--- src/rtl/uart_rx_pkg.sv ---
// Shared UART receive definitions: oversample ratio, tick compare points and FSM encoding.
package uart_rx_pkg;

  localparam int unsigned OVERSAMPLE = 16;
  localparam logic [3:0]  MID_TICK   = 4'(OVERSAMPLE / 2 - 1);
  localparam logic [3:0]  LAST_TICK  = 4'(OVERSAMPLE - 1);

  typedef enum logic [2:0] {
    ST_IDLE   = 3'd0,
    ST_START  = 3'd1,
    ST_DATA   = 3'd2,
    ST_PARITY = 3'd3,
    ST_STOP   = 3'd4
  } rx_state_e;

endpackage

--- src/rtl/uart_sync2.sv ---
// Two-flop synchronizer for the asynchronous serial line; resets to the idle (high) level.
module uart_sync2 (
  input  logic clk_i,
  input  logic rst_i,
  input  logic d_i,
  output logic q_o
);

  logic meta_q;
  logic sync_q;

  always_ff @(posedge clk_i) begin
    if (rst_i) begin
      meta_q <= 1'b1;
      sync_q <= 1'b1;
    end else begin
      meta_q <= d_i;
      sync_q <= meta_q;
    end
  end

  assign q_o = sync_q;

endmodule

--- src/rtl/uart_rx.sv ---
// UART receiver: 16x oversampled, LSB-first, optional parity, registered one-cycle result pulses.
module uart_rx
  import uart_rx_pkg::*;
#(
  parameter int unsigned DATA_BITS  = 8,
  parameter int unsigned PARITY_EN  = 0,
  parameter int unsigned PARITY_ODD = 0
) (
  input  logic                 sys_clk,
  input  logic                 reset,
  input  logic                 sample_clk,
  input  logic                 rx,
  output logic [DATA_BITS-1:0] rx_data,
  output logic                 rx_valid,
  output logic                 frame_err,
  output logic                 parity_err
);

  localparam int unsigned IDX_W = $clog2(DATA_BITS);
  localparam logic [IDX_W-1:0] LAST_IDX = IDX_W'(DATA_BITS - 1);
  localparam logic ODD_BIT = (PARITY_ODD != 0);
  localparam logic PAR_ON  = (PARITY_EN != 0);

  logic rx_s;

  uart_sync2 u_sync (
    .clk_i (sys_clk),
    .rst_i (reset),
    .d_i   (rx),
    .q_o   (rx_s)
  );

  rx_state_e            state_q, state_d;
  logic [3:0]           tick_q, tick_d;
  logic [IDX_W-1:0]     idx_q, idx_d;
  logic [DATA_BITS-1:0] shift_q, shift_d;
  logic [DATA_BITS-1:0] data_q, data_d;
  logic                 par_q, par_d;
  logic                 mismatch_q, mismatch_d;
  logic                 armed_q, armed_d;
  logic                 valid_q, valid_d;
  logic                 ferr_q, ferr_d;
  logic                 perr_q, perr_d;

  always_ff @(posedge sys_clk) begin
    if (reset) begin
      state_q    <= ST_IDLE;
      tick_q     <= '0;
      idx_q      <= '0;
      shift_q    <= '0;
      data_q     <= '0;
      par_q      <= 1'b0;
      mismatch_q <= 1'b0;
      armed_q    <= 1'b1;
      valid_q    <= 1'b0;
      ferr_q     <= 1'b0;
      perr_q     <= 1'b0;
    end else begin
      state_q    <= state_d;
      tick_q     <= tick_d;
      idx_q      <= idx_d;
      shift_q    <= shift_d;
      data_q     <= data_d;
      par_q      <= par_d;
      mismatch_q <= mismatch_d;
      armed_q    <= armed_d;
      valid_q    <= valid_d;
      ferr_q     <= ferr_d;
      perr_q     <= perr_d;
    end
  end

  always_comb begin
    state_d    = state_q;
    tick_d     = tick_q;
    idx_d      = idx_q;
    shift_d    = shift_q;
    data_d     = data_q;
    par_d      = par_q;
    mismatch_d = mismatch_q;
    armed_d    = armed_q;
    valid_d    = 1'b0;
    ferr_d     = 1'b0;
    perr_d     = 1'b0;

    if (sample_clk) begin
      tick_d = tick_q + 4'd1;
      unique case (state_q)
        ST_IDLE: begin
          tick_d = '0;
          // A stuck-low line after a framing error must go high before a new start counts.
          if (rx_s) begin
            armed_d = 1'b1;
          end else if (armed_q) begin
            state_d = ST_START;
          end
        end
        ST_START: begin
          if (tick_q == MID_TICK) begin
            tick_d = '0;
            if (!rx_s) begin
              state_d    = ST_DATA;
              idx_d      = '0;
              par_d      = 1'b0;
              mismatch_d = 1'b0;
            end else begin
              state_d = ST_IDLE;
            end
          end
        end
        ST_DATA: begin
          if (tick_q == LAST_TICK) begin
            shift_d = {rx_s, shift_q[DATA_BITS-1:1]};
            par_d   = par_q ^ rx_s;
            if (idx_q == LAST_IDX) begin
              idx_d   = '0;
              state_d = PAR_ON ? ST_PARITY : ST_STOP;
            end else begin
              idx_d = idx_q + 1'b1;
            end
          end
        end
        ST_PARITY: begin
          if (tick_q == LAST_TICK) begin
            mismatch_d = par_q ^ rx_s ^ ODD_BIT;
            state_d    = ST_STOP;
          end
        end
        ST_STOP: begin
          if (tick_q == LAST_TICK) begin
            state_d = ST_IDLE;
            tick_d  = '0;
            if (rx_s) begin
              data_d  = shift_q;
              valid_d = 1'b1;
              perr_d  = mismatch_q & PAR_ON;
            end else begin
              ferr_d  = 1'b1;
              armed_d = 1'b0;
            end
          end
        end
        default: begin
          state_d = ST_IDLE;
          tick_d  = '0;
        end
      endcase
    end
  end

  assign rx_data    = data_q;
  assign rx_valid   = valid_q;
  assign frame_err  = ferr_q;
  assign parity_err = perr_q;

endmodule

--- config.mk ---
export PLATFORM = sky130hd
export DESIGN_NAME = uart_rx
export DESIGN_NICKNAME = d
export VERILOG_FILES = /design/src/rtl/uart_rx_pkg.sv /design/src/rtl/uart_sync2.sv /design/src/rtl/uart_rx.sv
export SDC_FILE = /design/constraint.sdc
export NUM_CORES = 1
export LEC_CHECK = 0
export ABC_AREA = 1
export BUFFER_PORTS_ARGS = -buffer_cell sky130_fd_sc_hd__buf_2
export CORE_UTILIZATION = 56
export DETAILED_ROUTE_END_ITERATION = 8
export GPL_ROUTABILITY_DRIVEN = 1
export PLACE_DENSITY = 0.77
export SYNTH_ARGS = -nofsm -noshare
export SYNTH_HDL_FRONTEND = slang
export SYNTH_HIERARCHICAL = 1
export SYNTH_SLANG_ARGS = --single-unit
--- constraint.sdc ---
create_clock -name sys_clk -period 1.95 [get_ports sys_clk]
set_input_delay 0 -clock sys_clk [delete_from_list [all_inputs] [get_ports sys_clk]]
set_output_delay 0 -clock sys_clk [all_outputs]
set_load 0.01 [all_outputs]
After elaboration in Yosys (flattened, before gate mapping)
Cells that the tools add are included.
Widths: inputs -> output; s select.
{"block": "word_totals", "register_bits": 31, "input_bits": 4, "out_inout_bits": 11, "word_cells": 65}
{"block": "op_classes", "n_addsub": 2, "eq_ne": 17, "muxes": 23, "bitwise_logic": 3, "n_reduce_logical": 10}
{"cell": "$mux 3", "n": 11}
{"cell": "$ne 2x2->1 const B", "n": 9}
{"cell": "$pmux 3 s5", "n": 1}
{"cell": "$pmux 4 s3", "n": 1}
{"cell": "$reduce_and 5->1", "n": 2}
{"cell": "$mux 4", "n": 2}
{"cell": "$reduce_and 8->1", "n": 1}
{"cell": "$eq 3x2->1 const B", "n": 2}
{"cell": "$eq 3x3->1 const B", "n": 2}
{"cell": "$pmux 3 s2", "n": 1}
{"cell": "$mux 1", "n": 5}
{"cell": "$add 4x1->4 const B", "n": 1}
{"cell": "$eq 4x3->1 const B", "n": 1}
{"cell": "$eq 4x4->1 const B", "n": 1}
{"cell": "$reduce_and 4->1", "n": 1}
{"cell": "$reduce_bool 2->1", "n": 2}
{"cell": "$reduce_or 4->1", "n": 1}
{"cell": "$add 3x1->3 const B", "n": 1}
{"cell": "$eq 3x1->1 const B", "n": 1}
{"cell": "$logic_not 3->1", "n": 1}
{"cell": "$not 1->1", "n": 3}
{"cell": "$reduce_and 3->1", "n": 1}
{"cell": "$mux 2", "n": 1}
{"cell": "$ne 2x1->1 const B", "n": 1}
{"cell": "other kinds (2)", "n": 2}

Longest topological paths before layout
Gate-level depths: netlist (run 1).
{"block": "depth", "depth_word": 4, "mapped_depth": 9, "ltp_nobuf": 9}

Hierarchy
The synthesis (run 1) kept the hierarchy.
{"module": "uart_rx", "n_inst": 1, "cells_per_inst": 183, "area_per_inst_um2": 1302.5}
{"module": "uart_sync2", "n_inst": 1, "cells_per_inst": 7, "area_per_inst_um2": 58.8}

Worst setup path after synthesis (run 1)
Ideal clock, no wire load.
{"block": "synth_timing", "path_kind": "flip-flop to flip-flop", "from": "register tick_q[0]", "to": "register data_q[0], in the netlist rx_data[0]", "setup_time_ns": 0.116, "arrival_ns": 1.281, "path_slack_ns": 0.553, "stages_incl_launch_ff": 9, "period_less_slack_ns": 1.397, "cell_sequence": "dfxtp_1 > ha_1 > nand2_2 > nor2_4 > nand2_4 > nor3_4 > inv_4 > nor2_1 > nor2_1"}
{"block": "synth_via", "elab_chain_cells": 2}
{"element": "from (decl)", "line": "uart_rx.sv:34", "rtl": "logic [3:0] tick_q, tick_d;"}
{"element": "from (signal assigned)", "line": "uart_rx.sv:60", "rtl": "tick_q <= tick_d;"}
{"element": "$eq 4x4->1", "line": "uart_rx.sv:130", "rtl": "if (tick_q == LAST_TICK) begin"}
{"element": "$reduce_and 4->1 (no line)"}
{"element": "to (signal assigned)", "line": "uart_rx.sv:63", "rtl": "data_q <= data_d;"}
{"element": "to (decl)", "line": "uart_rx.sv:37", "rtl": "logic [DATA_BITS-1:0] data_q, data_d;"}
No other way between the ends.
A chain may end at the register's enable or synchronous reset.

Worst setup path in the final report (run 1)
{"block": "layout_timing", "from": "register tick_q[0]", "to": "register data_q[1], in the netlist rx_data[1]"}
Same word-level chain as after synthesis.

==> results of run 1 <==
worst max-delay path, stage by stage, from the launching register on:
cell	delay, ps
dfxtp_1	370
ha_1	210
nand2_2	90
nor2_4	130
nand2_4	80
nor3_4	340
inv_4	90
nor2_1	120
nor2_1	60
final timing paths:
path / end / slack [ps] / cells after the start
worst max-delay path: rx_data[1] / 350 / 8
worst min-delay path: tick_q[2] / 70 / 3
worst max register to register: rx_data[1] / 350 / 8
worst min register to register: u_sync/q_o / 420 / 2
final cells by class:
type | count | area (µm²) | area share [%]
repair buffers | 16 | 95.1 | 6.21
clock inverters | 1 | 5.00 | 0.327
clock buffers | 6 | 51.3 | 3.35
flip-flops and latches | 31 | 621 | 40.5
well taps | 28 | 35.0 | 2.29
inverters | 22 | 85.1 | 5.56
multi-input cells | 134 | 639 | 41.7
flip-flops by register name, summed over array words and instances, names as in the netlist:
name	flops
rx_valid	1
frame_err	1
rx_data	8
shift_q	8
idx_q	3
state_q	3
u_sync/meta_q	1
u_sync/q_o	1
tick_q	4
armed_q	1
per-layer routing:
metal	track usage (%)	vias to the layer above
li1	-	635
met1	26.8	561
met2	41.2	36
met3	5.65	5
met4	10.8	0
met5	0	-
logic make-up (layout without fill, tap and decap cells):
| logic type | after synthesis | in the layout |
|---|---|---|
| simple gates | 102 | 102 |
| flops | 31 | 31 |
| compound gates | 27 | 27 |
| buf+inv | 25 | 45 |
| fa+ha+maj | 3 | 3 |
| other cells | 1 | 1 |
| xor+xnor | 1 | 1 |
power groups by stage:
stage | registers (mW) | logic [mW] | clock network, mW
global route | 0.733 | 0.599 | 0.418
finish | 0.726 | 0.526 | 0.377
floorplan | 0.732 | 0.422 | 0
detailed placement | 0.741 | 0.516 | 0
global placement | 0.738 | 0.499 | 0
CTS | 0.727 | 0.524 | 0.380
through the flow:
| step | instances | total power [mW] |
|---|---|---|
| 6_report | 238 | 1.63 |
| 5_1_grt | 238 | 1.75 |
| 4_1_cts | 238 | 1.63 |
| 3_5_place_dp | 228 | 1.26 |
| 3_3_place_gp | 228 | 1.24 |
| 2_1_floorplan | 190 | 1.15 |
cell usage in the layout (no fill, tap or decap), drive strengths merged:
cell,count
nor2,58
nand4,2
xor2,1
clkbuf,6
conb,1
inv,22
nor3,3
nand2,28
buf,13
o21ai,18
ha,3
dfxtp,31
clkinv,1
a21oi,9
dlygate4sd3,3
nand3,11
==> flow_summary_export.csv, run 1 <==
group,metric,value,unit
sta,final-setup-viol-count,0,
clock_tree,clkTransAtPathRegs,100,ps
clock_tree,ctsHoldBuffers,3,
worst_setup_path,worstSetupStartpointType,"flip-flop",
detailed_routing,drc,0,
min_path,hp-start,"sample_clk",
logic_synthesis,syn_nets,197,
floorplanning,die_h,51.3,µm
detailed_routing,vias_per_cell,5.20,
logic_synthesis,synth-compound-area-share,9.93,%
floorplanning,fp.dieArea,2630,µm²
detailed_routing,wl_met2,1.30,mm
clock_tree,cts-htree-levels,2,
power,ir_drop,0.741,mV
power,intPower,1.02,mW
detailed_routing,route.met3.wl,150,µm
logic_synthesis,synth_fa_ha_area_share,2.76,%
clock_tree,postCtsSetupBuffers,0,
sta,period_needed,1600,ps
detailed_routing,vias,1237,
logic_synthesis,yosysMostFrequentCell,"nor2_1",
clock_tree,cts_root_buf,"clkbuf_4",
power,p_seq_share,44.6,%
logic_synthesis,synth_top_family_by_area,"simple AND/OR/NAND/NOR gates",
placed_design,place_area,1450,µm²
grt,grt_pass1_wl,4.53,mm
sta,skew,11.8,ps
logic_synthesis,yosys.area_share.simple,33.4,%
sta,final_hold_viol_count,0,
logic_synthesis,ys_top_cells_by_area,"dfxtp_1 (46%), nor2_1 (15%), nand2_1 (6.9%)",
floorplanning,rows,17,
grt,grtUsageTotal,23.5,%
logic_synthesis,ys_seq_elements,31,
placed_design,pre_cts_ws,348,ps
floorplanning,die_x,51.3,µm
power,p_per_area,1060,nW/µm²
sta,fin_crit_sh,82.0,%
clock_tree,cts_tree,"built",
power,p_leak,0.790,nW
power,combinationalPowerShare,32.3,%
logic_synthesis,yosys.area.top_type,"dfxtp_1",
clock_tree,ctsResizeCount,0,
placed_design,hpwlAfterDp,1.97,mm
floorplanning,core,2250,µm²
floorplanning,start_util,60.4,%
sta,fin_hold_ws,69.1,ps
worst_setup_path,arrival,1820,ps
logic_synthesis,synth_xor_area_share,0.643,%
flow_run,maxCapViolations,0,
power,switching_share,37.6,%
logic_synthesis,syn_inst,190,
sta,tightest_slew,620,ps
detailed_routing,m1WireLength,1.22,mm
logic_synthesis,synthDistinctLibCells,24,
power,p_sw,0.612,mW
logic_synthesis,synth_common_cells,"nor2_1 (54), dfxtp_1 (31), nand2_1 (25)",
logic_synthesis,synth_edf_count,0,
worst_setup_path,endpoint_kind,"flip-flop",
detailed_routing,routed.top_layer,"met4",
grt,grt.overflow.total,0,
power,clkPwrFrac,23.1,%
cells_and_area,layout-drive-gt1-share,15.2,%
min_path,worstHoldPathType,"input port to flip-flop",
logic_synthesis,async_reset_ff_share,0,%
cells_and_area,nFillCells,192,
placed_design,finalWeightedCongestion,0.849,
cells_and_area,fin_util,67.9,%
detailed_routing,drtPass1Iterations,4,
worst_setup_path,required,2170,ps
clock_tree,cts.sinks,31,
sta,rsz0062_at_grt,"false",
worst_setup_path,r2r_start,"tick_q[0]",
floorplanning,ios,15,
placed_design,port_buffers,13,
logic_synthesis,synth_top_area_share,45.6,%
cells_and_area,finalInstanceArea,1530,µm²
logic_synthesis,muxShareOfSynthArea,0,%
detailed_routing,wire_per_inst,11.4,µm
detailed_routing,wirelength,2.71,mm
cells_and_area,syn2layout_area_growth,12.5,%
clock_tree,cts_buffers,5,
sta,setup_ws,351,ps
cells_and_area,layout.nets,217,
logic_synthesis,synth.avg_cell_area,7.16,µm²
logic_synthesis,ys_seq_area_share,45.6,%
grt,grt_pass1_vias,1137,
sta,slew_viol_final,0,
detailed_routing,ant_nets,0,
detailed_routing,dr.first_iter.drc_count,26,
grt,grt_max_degree,25,
logic_synthesis,yosysWarnings,6,
grt,antenna_found_initial,0,
sta,finalSetupTns,0,ps
status,outcome,"completed",
logic_synthesis,ys.flop_type,"dfxtp_1",
sta,max_freq,0.625,GHz
cells_and_area,antennaDiodeCount,0,
clock_tree,clk_path_buf_depth,2,
worst_setup_path,worst-setup-path-type,"flip-flop to flip-flop",
clock_tree,clock_latency,330,ps
worst_setup_path,cp_max_fo,10,
worst_setup_path,cp-startpoint,"tick_q[0]",
sta,max_slew_margin,58.6,%
logic_synthesis,syn_area,1360,µm²
(Power assumes the default switching activity.)
==> run 2, diff against run 1 <==
--- a/config.mk
+++ b/config.mk
@@ -5,12 +5,12 @@
 export SDC_FILE = /design/constraint.sdc
 export NUM_CORES = 1
 export LEC_CHECK = 0
-export ABC_AREA = 1
+export ABC_AREA = 0
 export BUFFER_PORTS_ARGS = -buffer_cell sky130_fd_sc_hd__buf_2
-export CORE_UTILIZATION = 56
+export CORE_UTILIZATION = 51
 export DETAILED_ROUTE_END_ITERATION = 8
 export GPL_ROUTABILITY_DRIVEN = 1
-export PLACE_DENSITY = 0.77
+export PLACE_DENSITY = 0.73
 export SYNTH_ARGS = -nofsm -noshare
 export SYNTH_HDL_FRONTEND = slang
 export SYNTH_HIERARCHICAL = 1
==> constraint.sdc (replaced) <==
create_clock -name sys_clk -period 1.4 [get_ports sys_clk]
set_input_delay 0 -clock sys_clk [delete_from_list [all_inputs] [get_ports sys_clk]]
set_output_delay 0 -clock sys_clk [all_outputs]
set_load 0.01 [all_outputs]
==> run 2 against run 1 <==
Net effect: the run now ends with negative setup slack left; die area increased by 14%; cell count decreased by 7.6%; routed wire length increased by 20%.
==> flow_summary_export.csv, run 2 <==
group,metric,value,unit
logic_synthesis,syn_area,1420,µm²
sta,final_hold_viol_count,0,
detailed_routing,wire_per_inst,14.8,µm
logic_synthesis,ys_seq_area_share,43.8,%
worst_setup_path,worstSetupStartpointType,"flip-flop",
cells_and_area,syn2layout_area_growth,38.5,%
cells_and_area,antennaDiodeCount,0,
clock_tree,clk_path_buf_depth,2,
grt,grtUsageTotal,24.0,%
sta,max_freq,0.631,GHz
cells_and_area,multi_input_area,857,µm²
grt,grt_pass1_wl,4.99,mm
floorplanning,die_h,54.7,µm
logic_synthesis,yosys.area.top_type,"dfxtp_1",
grt,grt_pass1_vias,1200,
worst_setup_path,required,1670,ps
clock_tree,clock_latency,330,ps
worst_setup_path,endpoint_kind,"flip-flop",
logic_synthesis,ys_top_cells_by_area,"dfxtp_1 (44%), mux2i_1 (11%), nor2_1 (4.5%)",
sta,slew_viol_final,0,
logic_synthesis,yosysWarnings,6,
detailed_routing,vias,1242,
clock_tree,cts.sinks,31,
sta,finalSetupTns,-2960,ps
worst_setup_path,arrival,1850,ps
detailed_routing,dr.first_iter.drc_count,15,
logic_synthesis,synth.avg_cell_area,9.77,µm²
clock_tree,clkTransAtPathRegs,100,ps
placed_design,pre_cts_ws,-221,ps
clock_tree,cts-htree-levels,2,
clock_tree,cts_buffers,5,
sta,setup_ws,-184,ps
power,p_per_area,856,nW/µm²
detailed_routing,ant_nets,0,
power,p_leak,0.834,nW
cells_and_area,nFillCells,179,
placed_design,finalWeightedCongestion,0.851,
floorplanning,die_x,54.7,µm
logic_synthesis,synth_top_area_share,43.8,%
logic_synthesis,yosysMostFrequentCell,"dfxtp_1",
sta,skew,5.71,ps
detailed_routing,wirelength,3.26,mm
logic_synthesis,ys.flop_type,"dfxtp_1",
sta,period_needed,1580,ps
floorplanning,ios,15,
cells_and_area,final_cell_mix,"buf_4 (28), dfxtp_1 (25), nor2_1 (17)",
cells_and_area,layout.cells.non_filler,220,
status,violations,"negative setup slack",
logic_synthesis,syn_inst,145,
floorplanning,start_util,55.7,%
cells_and_area,regArea,633,µm²
min_path,worstHoldPathType,"input port to flip-flop",
placed_design,hpwlAfterDp,2.12,mm
cells_and_area,layout.nets,197,
detailed_routing,vias_per_cell,5.65,
cells_and_area,final_common_cell,"buf_4",
status,outcome,"finished, violations left",
logic_synthesis,syn_nets,152,
sta,fin_crit_sh,113,%
worst_setup_path,worst-setup-path-type,"flip-flop to flip-flop",
logic_synthesis,synth_edf_count,0,
power,ir_drop,0.875,mV
grt,grt_max_degree,31,
logic_synthesis,synth_common_cells,"dfxtp_1 (31), nor2_1 (17), mux2i_1 (16)",
worst_setup_path,cp_max_fo,5,
flow_run,maxCapViolations,0,
detailed_routing,drc,0,
sta,final-setup-viol-count,25,
grt,antenna_found_initial,0,
logic_synthesis,async_reset_ff_share,0,%
cells_and_area,layout-drive-gt1-share,41.6,%
sta,tightest_slew,535,ps
detailed_routing,drtPass1Iterations,4,
placed_design,dp_cells,208,
floorplanning,fp.dieArea,2990,µm²
floorplanning,core,2540,µm²
sta,rsz0062_at_grt,"true",
floorplanning,rows,18,
sta,max_slew_margin,64.4,%
placed_design,port_buffers,13,
clock_tree,cts_tree,"built",
clock_tree,cts_root_buf,"clkbuf_4",
logic_synthesis,synthDistinctLibCells,43,
grt,grt.overflow.total,0,
logic_synthesis,ys_seq_elements,31,
-- run 2: changes by cell type after synthesis, moves of 6 or more --
cell / delta
o21ai_0: -10
nand2_1: -21
mux2i_1: +16
inv_1: -18
nand3_1: -6
nor2_1: -37
-- run 2: critical path, stage by stage, from the launching register on --
cell and delay (ps):
dfxtp_2 360, ha_4 160, and3b_2 270, o21ai_4 80, or4_4 530, a21oi_2 120
-- run 2: final cells by class --
cell class	count	area share [%]
multi-input combinational	104	43.7
sequential	31	32.3
timing repair buffer	47	18.3
clock buffer	6	2.10
tap	30	1.91
clock inverter	1	1.53
inverter	1	0.191
-- run 2: worst paths after layout --
kind | from | end | slack, ps | cells after the start
hold / removal | sample_clk | rx_valid | 60 | 3
setup reg to reg | tick_q[0] | state_q[1] | -180 | 5
setup / recovery | tick_q[0] | state_q[1] | -180 | 5
hold reg to reg | u_sync/meta_q | u_sync/q_o | 420 | 1
-- run 2: timing repair --
action                                 CTS  global route
setup buffers                            4             1
pin swaps                               10             5
gates resized for setup                 13            11
hold buffers                             1             0
endpoints found under the hold margin    1             0
setup endpoints to repair               28            27
-- run 2: stage by stage --
| stage | hold WS [ps] | power [mW] | util [%] | area, µm² |
|---|---|---|---|---|
| finish | 59.3 | 1.68 | 77.1 | 1960 |
| global route | 61.0 | 1.74 | 77.1 | 1960 |
| global placement | 183 | 1.01 | 68.8 | 1750 |
| CTS | 59.6 | 1.68 | 75.5 | 1920 |
| floorplan | 97.1 | 0.975 | - | 1460 |
| detailed placement | 184 | 1.01 | 68.8 | 1750 |
-- run 2: cell families (layout without fill, tap and decap cells) --
group | after synthesis | in the layout | share of synthesized area, %
other cells | 1 | 1 | 0.265
buf+inv | 10 | 55 | 4.06
compound gates | 30 | 30 | 14.7
flops | 31 | 31 | 43.8
simple gates | 54 | 54 | 23.2
fa+ha+maj | 3 | 3 | 2.65
mux | 16 | 16 | 11.3
-- run 2: power by group --
part           internal [mW]  switching [mW]
Clock                  0.368           0.313
Sequential             0.883         0.00453
Combinational         0.0476          0.0635
-- run 2: metal layers --
layer,vias up,track usage [%],wire length [µm]
met1,598,26.8,1420
met3,7,6.94,94
met5,-,0,0
met2,20,41.4,1680
li1,617,-,-
met4,0,11.1,62
